<file path="config.mk">
export PLATFORM = sky130hd
export DESIGN_NAME = pll_rst_seq
export DESIGN_NICKNAME = d
export VERILOG_FILES = /design/src/rtl/pll_rst_seq.sv
export SDC_FILE = /design/constraint.sdc
export NUM_CORES = 1
export LEC_CHECK = 0
export ABC_AREA = 1
export CAP_MARGIN = 10
export CORE_UTILIZATION = 25
export DETAILED_ROUTE_END_ITERATION = 8
export GPL_ROUTABILITY_DRIVEN = 0
export PLACE_DENSITY = 0.41
export SYNTH_ARGS = -nofsm -noshare
export SYNTH_HDL_FRONTEND = slang
export SYNTH_SLANG_ARGS = --single-unit
</file>
<file path="constraint.sdc">
create_clock -name clk -period 2 [get_ports clk]
set_clock_uncertainty 0.2 [all_clocks]
set_input_delay 0.2 -clock clk [delete_from_list [all_inputs] [get_ports clk]]
set_output_delay 0.2 -clock clk [all_outputs]
set_load 0.05 [all_outputs]
</file>
<file path="src/rtl/pll_rst_seq.sv">
// PLL reset sequencer: waits for a stable PLL lock, holds downstream reset
// for a fixed time, then releases it. Lock loss or a soft request re-runs
// the sequence; lock losses seen while running are counted.
module pll_rst_seq #(
  parameter int LOCK_CYCLES = 256,
  parameter int HOLD_CYCLES = 1024,
  parameter int LOSS_W      = 8
) (
  input  logic              clk,
  input  logic              rst_n,
  input  logic              pll_locked,
  input  logic              soft_rst_req,
  output logic              sys_rst_n,
  output logic              rst_done,
  output logic [1:0]        state_o,
  output logic [LOSS_W-1:0] loss_cnt
);

  localparam int MAX_CYC = (LOCK_CYCLES > HOLD_CYCLES) ? LOCK_CYCLES : HOLD_CYCLES;
  // One spare bit so the terminal value never wraps within a state.
  localparam int CNT_W   = $clog2(MAX_CYC) + 1;

  localparam logic [CNT_W-1:0]  LOCK_LAST = CNT_W'(LOCK_CYCLES - 1);
  localparam logic [CNT_W-1:0]  HOLD_LAST = CNT_W'(HOLD_CYCLES - 1);
  localparam logic [LOSS_W-1:0] LOSS_MAX  = {LOSS_W{1'b1}};

  typedef enum logic [1:0] {
    WAIT_LOCK = 2'd0,
    FILTER    = 2'd1,
    HOLD      = 2'd2,
    RUN       = 2'd3
  } state_t;

  state_t           state, state_nx;
  logic [CNT_W-1:0] cnt, cnt_nx;
  logic             sync1, lock_s;

  // Two-flop synchronizer for the asynchronous lock indication.
  always_ff @(posedge clk or negedge rst_n) begin
    if (!rst_n) begin
      sync1  <= 1'b0;
      lock_s <= 1'b0;
    end else begin
      sync1  <= pll_locked;
      lock_s <= sync1;
    end
  end

  // State, counter and registered reset output (driven from next state).
  always_ff @(posedge clk or negedge rst_n) begin
    if (!rst_n) begin
      state     <= WAIT_LOCK;
      cnt       <= '0;
      sys_rst_n <= 1'b0;
    end else begin
      state     <= state_nx;
      cnt       <= cnt_nx;
      sys_rst_n <= (state_nx == RUN);
    end
  end

  // Next-state logic; lock loss always takes priority over soft requests.
  always_comb begin
    state_nx = state;
    cnt_nx   = cnt;
    case (state)
      WAIT_LOCK: begin
        cnt_nx = '0;
        if (lock_s) state_nx = FILTER;
      end
      FILTER: begin
        if (!lock_s) begin
          state_nx = WAIT_LOCK;
          cnt_nx   = '0;
        end else if (cnt == LOCK_LAST) begin
          state_nx = HOLD;
          cnt_nx   = '0;
        end else begin
          cnt_nx = cnt + 1'b1;
        end
      end
      HOLD: begin
        if (!lock_s) begin
          state_nx = WAIT_LOCK;
          cnt_nx   = '0;
        end else if (soft_rst_req) begin
          cnt_nx = '0;
        end else if (cnt == HOLD_LAST) begin
          state_nx = RUN;
          cnt_nx   = '0;
        end else begin
          cnt_nx = cnt + 1'b1;
        end
      end
      RUN: begin
        cnt_nx = '0;
        if (!lock_s) begin
          state_nx = WAIT_LOCK;
        end else if (soft_rst_req) begin
          state_nx = HOLD;
        end
      end
      default: begin
        state_nx = WAIT_LOCK;
        cnt_nx   = '0;
      end
    endcase
  end

  // Saturating count of lock losses observed while running.
  always_ff @(posedge clk or negedge rst_n) begin
    if (!rst_n) begin
      loss_cnt <= '0;
    end else if (state == RUN && !lock_s && loss_cnt != LOSS_MAX) begin
      loss_cnt <= loss_cnt + 1'b1;
    end
  end

  assign rst_done = sys_rst_n;
  assign state_o  = state;

endmodule

</file>
# Word level (Yosys, flattened, before mapping)
# Cells that the tools add are included.
# totals
reg_bits	24
in_bits	4
out_inout_bits	12
wordCells	35
# classes
addsub	2
n_eq_ne	7
mux	15
reduce_logical	5
# op_table
op	n
$mux 11	5
$pmux 11 s3	1
$mux 2	8
$add 11x1->11 const B	1
$eq 11x10->1 const B	1
$eq 11x8->1 const B	1
$add 8x1->8 const B	1
$ne 8x8->1 const B	1
$pmux 2 s4	1
$eq 2x2->1 const B	3
$eq 2x1->1 const B	1
$logic_and 1x1->1	2
$logic_not 2->1	1
$reduce_or 2->1	1
$logic_not 1->1	1

# Longest topological paths before layout
# Gate-level depths: netlist of run 1.
# logic_depth
word_depth	6
ltp_mapped	8
ltp_nobuf	8

# Worst setup path after synthesis of run 1
# No wires, ideal clock.
# synth_path
kind	register to register
startpoint	reg loss_cnt[1]
endpoint	reg loss_cnt[5]
setup_time_ps	118
t_arrival_ps	1586
t_required_ps	1682
setup_slack_ps	96
stages_incl_launch_ff	9
n_path_buf	0
synth_period_minus_slack_ps	1904
cell_sequence	dfrtp_1 > ha_1 > nand3_1 > nor2_2 > inv_2 > o21ai_4 > inv_2 > nand2_1 > nand2_1
# synth_via
elab_chain_cells	2
word_cells_on_any_way	3
classes_between	1 x add/sub; 1 x eq/ne; 1 x reduce/logical
# synth_lines
item	line_no	source
start: declaration	16	output logic [LOSS_W-1:0] loss_cnt
start signal: assignment	115	loss_cnt <= loss_cnt + 1'b1;
branches (longest 2 deep; another with $add 8x1->8)	n/a	
# Several ways; the timed one is not identified.
# A chain may end at the register's enable or synchronous reset.

# Final worst setup path of run 1
# layout_path
startpoint	reg loss_cnt[4]
endpoint	out loss_cnt[4]
# No word-level cell between the ends.

==> results of run 1 <==
power by group:
group	leakage (nW)	switching (W)	internal (W)
clock network	0.0216	0.000151	0.000135
registers	0.328	0.00000929	0.000493
logic	0.295	0.0000406	0.0000218
total	0.644	0.000201	0.000649
per-stage QoR:
| step | worst slack [ns] | std cells | total power (W) | utilization, % | hold WS, ns |
|---|---|---|---|---|---|
| floorplan | 0.0958 | 142 | 0.000545 | - | -0.296 |
| global placement | 0.282 | 209 | 0.000576 | 31.3 | 0.134 |
| detailed placement | 0.229 | 209 | 0.000576 | 31.3 | 0.139 |
| CTS | 0.0514 | 212 | 0.000874 | 32.3 | 0.0966 |
| global route | 0.00501 | 212 | 0.000894 | 32.3 | 0.110 |
| finish | 0.0677 | 212 | 0.000850 | 32.3 | 0.0887 |
cell families after synthesis:
kind of cell / Yosys count / synth area share, %
xor gates and xnor gates: 12 / 8.73
and+or+nand+nor: 80 / 28.9
buffers and inverters: 14 / 4.68
AOI/OAI and AO/OA: 10 / 5.72
DFF: 24 / 49.9
adders and majority gates: 2 / 2.08
per-layer routing:
| layer | track usage, % | share of wire [%] | vias up |
|---|---|---|---|
| met5 | 0 | 0 | - |
| met4 | 2.67 | 0.71 | 0 |
| met3 | 3.23 | 4.7 | 2 |
| met2 | 17.6 | 45 | 21 |
| met1 | 13.6 | 50 | 436 |
| li1 | - | - | 485 |
layout by cell type, fill, tap and decap left out, drive strengths merged, types with 4 or more instances in the layout:
cell type | Yosys | layout
nand2 | 39 | 39
o21ai | 4 | 4
clkdlybuf4s50 | 0 | 12
nand3 | 11 | 11
inv | 13 | 13
xor2 | 7 | 7
dfrtp | 24 | 24
nor2 | 22 | 22
xnor2 | 5 | 5
buf | 1 | 4
worst max path at each step:
stage | end | slack (ns) | cells past startpoint | start
floorplan | loss_cnt[5] | 0.1 | 8 | loss_cnt[1]
global placement | cnt[0] | 0.28 | 8 | cnt[0]
detailed placement | cnt[5] | 0.23 | 8 | cnt[0]
CTS | loss_cnt[4] | 0.05 | 1 | loss_cnt[4]
global route | state_o[0] | 0.005 | 1 | state_o[0]
finish | loss_cnt[4] | 0.07 | 1 | loss_cnt[4]
final cells by class:
class / instances / area [um^2]
well taps: 52 / 65.1
flip-flops and latches: 24 / 601
repair buffers: 16 / 150
fillers: 476 / 3050
multi-input cells: 104 / 547
clock buffers: 3 / 41.3
inverters: 13 / 48.8
flip-flops by register name, summed over array words and instances (netlist names):
name,count
sync1,1
lock_s,1
rst_done,1
loss_cnt,8
cnt,11
state_o,2
==> impl_summary.txt, run 1 <==
----------------------------------------------------
[Setup path]
  Number of cells traversed by the worst register-to-register path ... 8
  Kind of end point of the critical path ... output pin
  Type of element launching the critical path ... flop
  Required time of the critical path ... 1.60 ns
  Worst Path Buf+Inv ... 1
  Cell chain of the critical path ... clkdlybuf4s50_1
  R2r startpoint ... cnt[0]
  Top fanout value on the critical path ... 4
  WS Path Type ... reg2out
  Arrival time at the worst endpoint ... 1.53 ns
  Critical path's top delay family ... buffers and inverters
  Slowest cell on crit path ... sky130_fd_sc_hd__clkdlybuf4s50_1
  Worst reg2reg path endpoint ... cnt[5]
  Highest cell delay on the worst timing path ... 0.83 ns
  Worst reg-to-reg setup slack ... 0.24 ns

[Yosys]
  Number of enable-type register cells in the synthesized netlist ... 0
  Most common library cells after synthesis ... 37 x sky130_fd_sc_hd__nand2_1, 24 x sky130_fd_sc_hd__dfrtp_1, 21 x sky130_fd_sc_hd__nor2_1, 11 x sky130_fd_sc_hd__inv_1, 11 x sky130_fd_sc_hd__nand3_1
  Most instantiated flip-flop cell in the synthesis netlist ... sky130_fd_sc_hd__dfrtp_1
  Cells after synthesis ... 142
  Post-synthesis instance area ... 0.00120 mm^2
  Post-synthesis net count ... 148
  Most numerous cell in the Yosys netlist ... sky130_fd_sc_hd__nand2_1
  Syn Area/Cell ... 8.48 um^2
  Seq/Total Area, Yosys ... 49.9%
  Synth async-reset ratio ... 100%
  Unique masters post-synth ... 22
  Top cell type's share of synthesized area ... 49.9%
  Dominant cells by area after synthesis ... sky130_fd_sc_hd__dfrtp_1 50%, sky130_fd_sc_hd__nand2_1 12%, sky130_fd_sc_hd__nor2_1 6.5%
  Synth warnings ... 0
  Post-synth top area cell ... sky130_fd_sc_hd__dfrtp_1
  Yosys reg bits ... 24

[Floorplanning]
  Area of the die ... 0.00510 mm^2
  Io pins ... 16
  Die span in y ... 71.4 um
  Area of the placeable core ... 0.00450 mm^2
  Effective utilization at floorplan ... 26.7%
  Std-Cell Rows ... 24
  Horizontal extent of the die ... 71.4 um

[Route]
  Vias post-DR ... 944
  Antenna-violating nets left ... 0
  First-pass detailed-route iteration total ... 6
  Vias per Instance ... 4.45
  DRC violation count after routing ... 1
  Wire length after detailed routing ... 2380 um
  Routed length per instance ... 11.2 um
  Violation count after the first detailed-routing iteration ... 45

[Min path]
  Class of the most critical hold timing path ... in2async

[Global routing]
  Pin count of the biggest net entering global routing ... 25
  Antenna violations before repair ... 0
  Overflow left after global routing ... 0
  Global-route wire length before repair ... 4170 um
  Number of global-route vias before repair ... 925
  Total track usage ... 10.6%

[Timing]
  Final hold vios ... 0
  Slew at the pin closest to its max-slew limit ... 0.492 ns
  Final sum of negative setup slack ... 0 ns
  Remaining max-slew budget at the tightest pin ... 67.1%
  Portion of the clock cycle consumed by the worst path in the final layout ... 96.6%
  Highest clock rate ... 518 MHz
  Number of pins with negative max-slew slack in the final report ... 0
  Final setup viols ... 0
  Fin crit period ... 1.93 ns
  Unrepaired setup endpoints after global routing ... no

[Clocking]
  TritonCTS clock tree ... done
  TritonCTS buffer count ... 3
  Library cell used as clock root buffer ... sky130_fd_sc_hd__clkbuf_8
  Max Root-Sink Buffers ... 2
  CTS H-tree depth ... 1
  # clock sinks ... 24
  Later-pin clock latency in the skew report ... 0.26 ns
  Buffers inserted during post-CTS setup optimization ... 0
  Reg clk slew, reported paths ... 0.08 ns
  CTS Hold Buffers Added ... 0
  Resized Gates After CTS ... 0

[Final layout]
  Layout cell share with drive strength beyond 1 ... 8.75%
  Layout Nets ... 168
  Area growth from synthesis to final layout ... 20.7%
  Post-route design area ... 0.00145 mm^2
  Total inserted antenna cells ... 0

[Run]
  Max-cap viol count ... 0

[Power]
  Power density over the cells ... 585 mW/mm^2
  Static leakage power ... 0.644 nW
  Peak supply drop ... 0.333 mV

[Placed design]
  Count of input and output buffers ... 15
  Area after DPL ... 0.00141 mm^2
  Half-perimeter wire length after placement ... 1690 um

[Status]
  Violations in the final reports ... design-rule violations
  Outcome ... complete, but fails checks

----------------------------------------------------
(Power assumes the default switching activity.)
==> inputs of run 2 (changes only) <==
--- a/config.mk
+++ b/config.mk
@@ -11,6 +11,7 @@
 export DETAILED_ROUTE_END_ITERATION = 8
 export GPL_ROUTABILITY_DRIVEN = 0
 export PLACE_DENSITY = 0.41
+export SKIP_CTS_REPAIR_TIMING = 1
 export SYNTH_ARGS = -nofsm -noshare
 export SYNTH_HDL_FRONTEND = slang
 export SYNTH_SLANG_ARGS = --single-unit
==> results of run 2 <==
No change in the layout: final DEF, timing and power equal those of run 1.
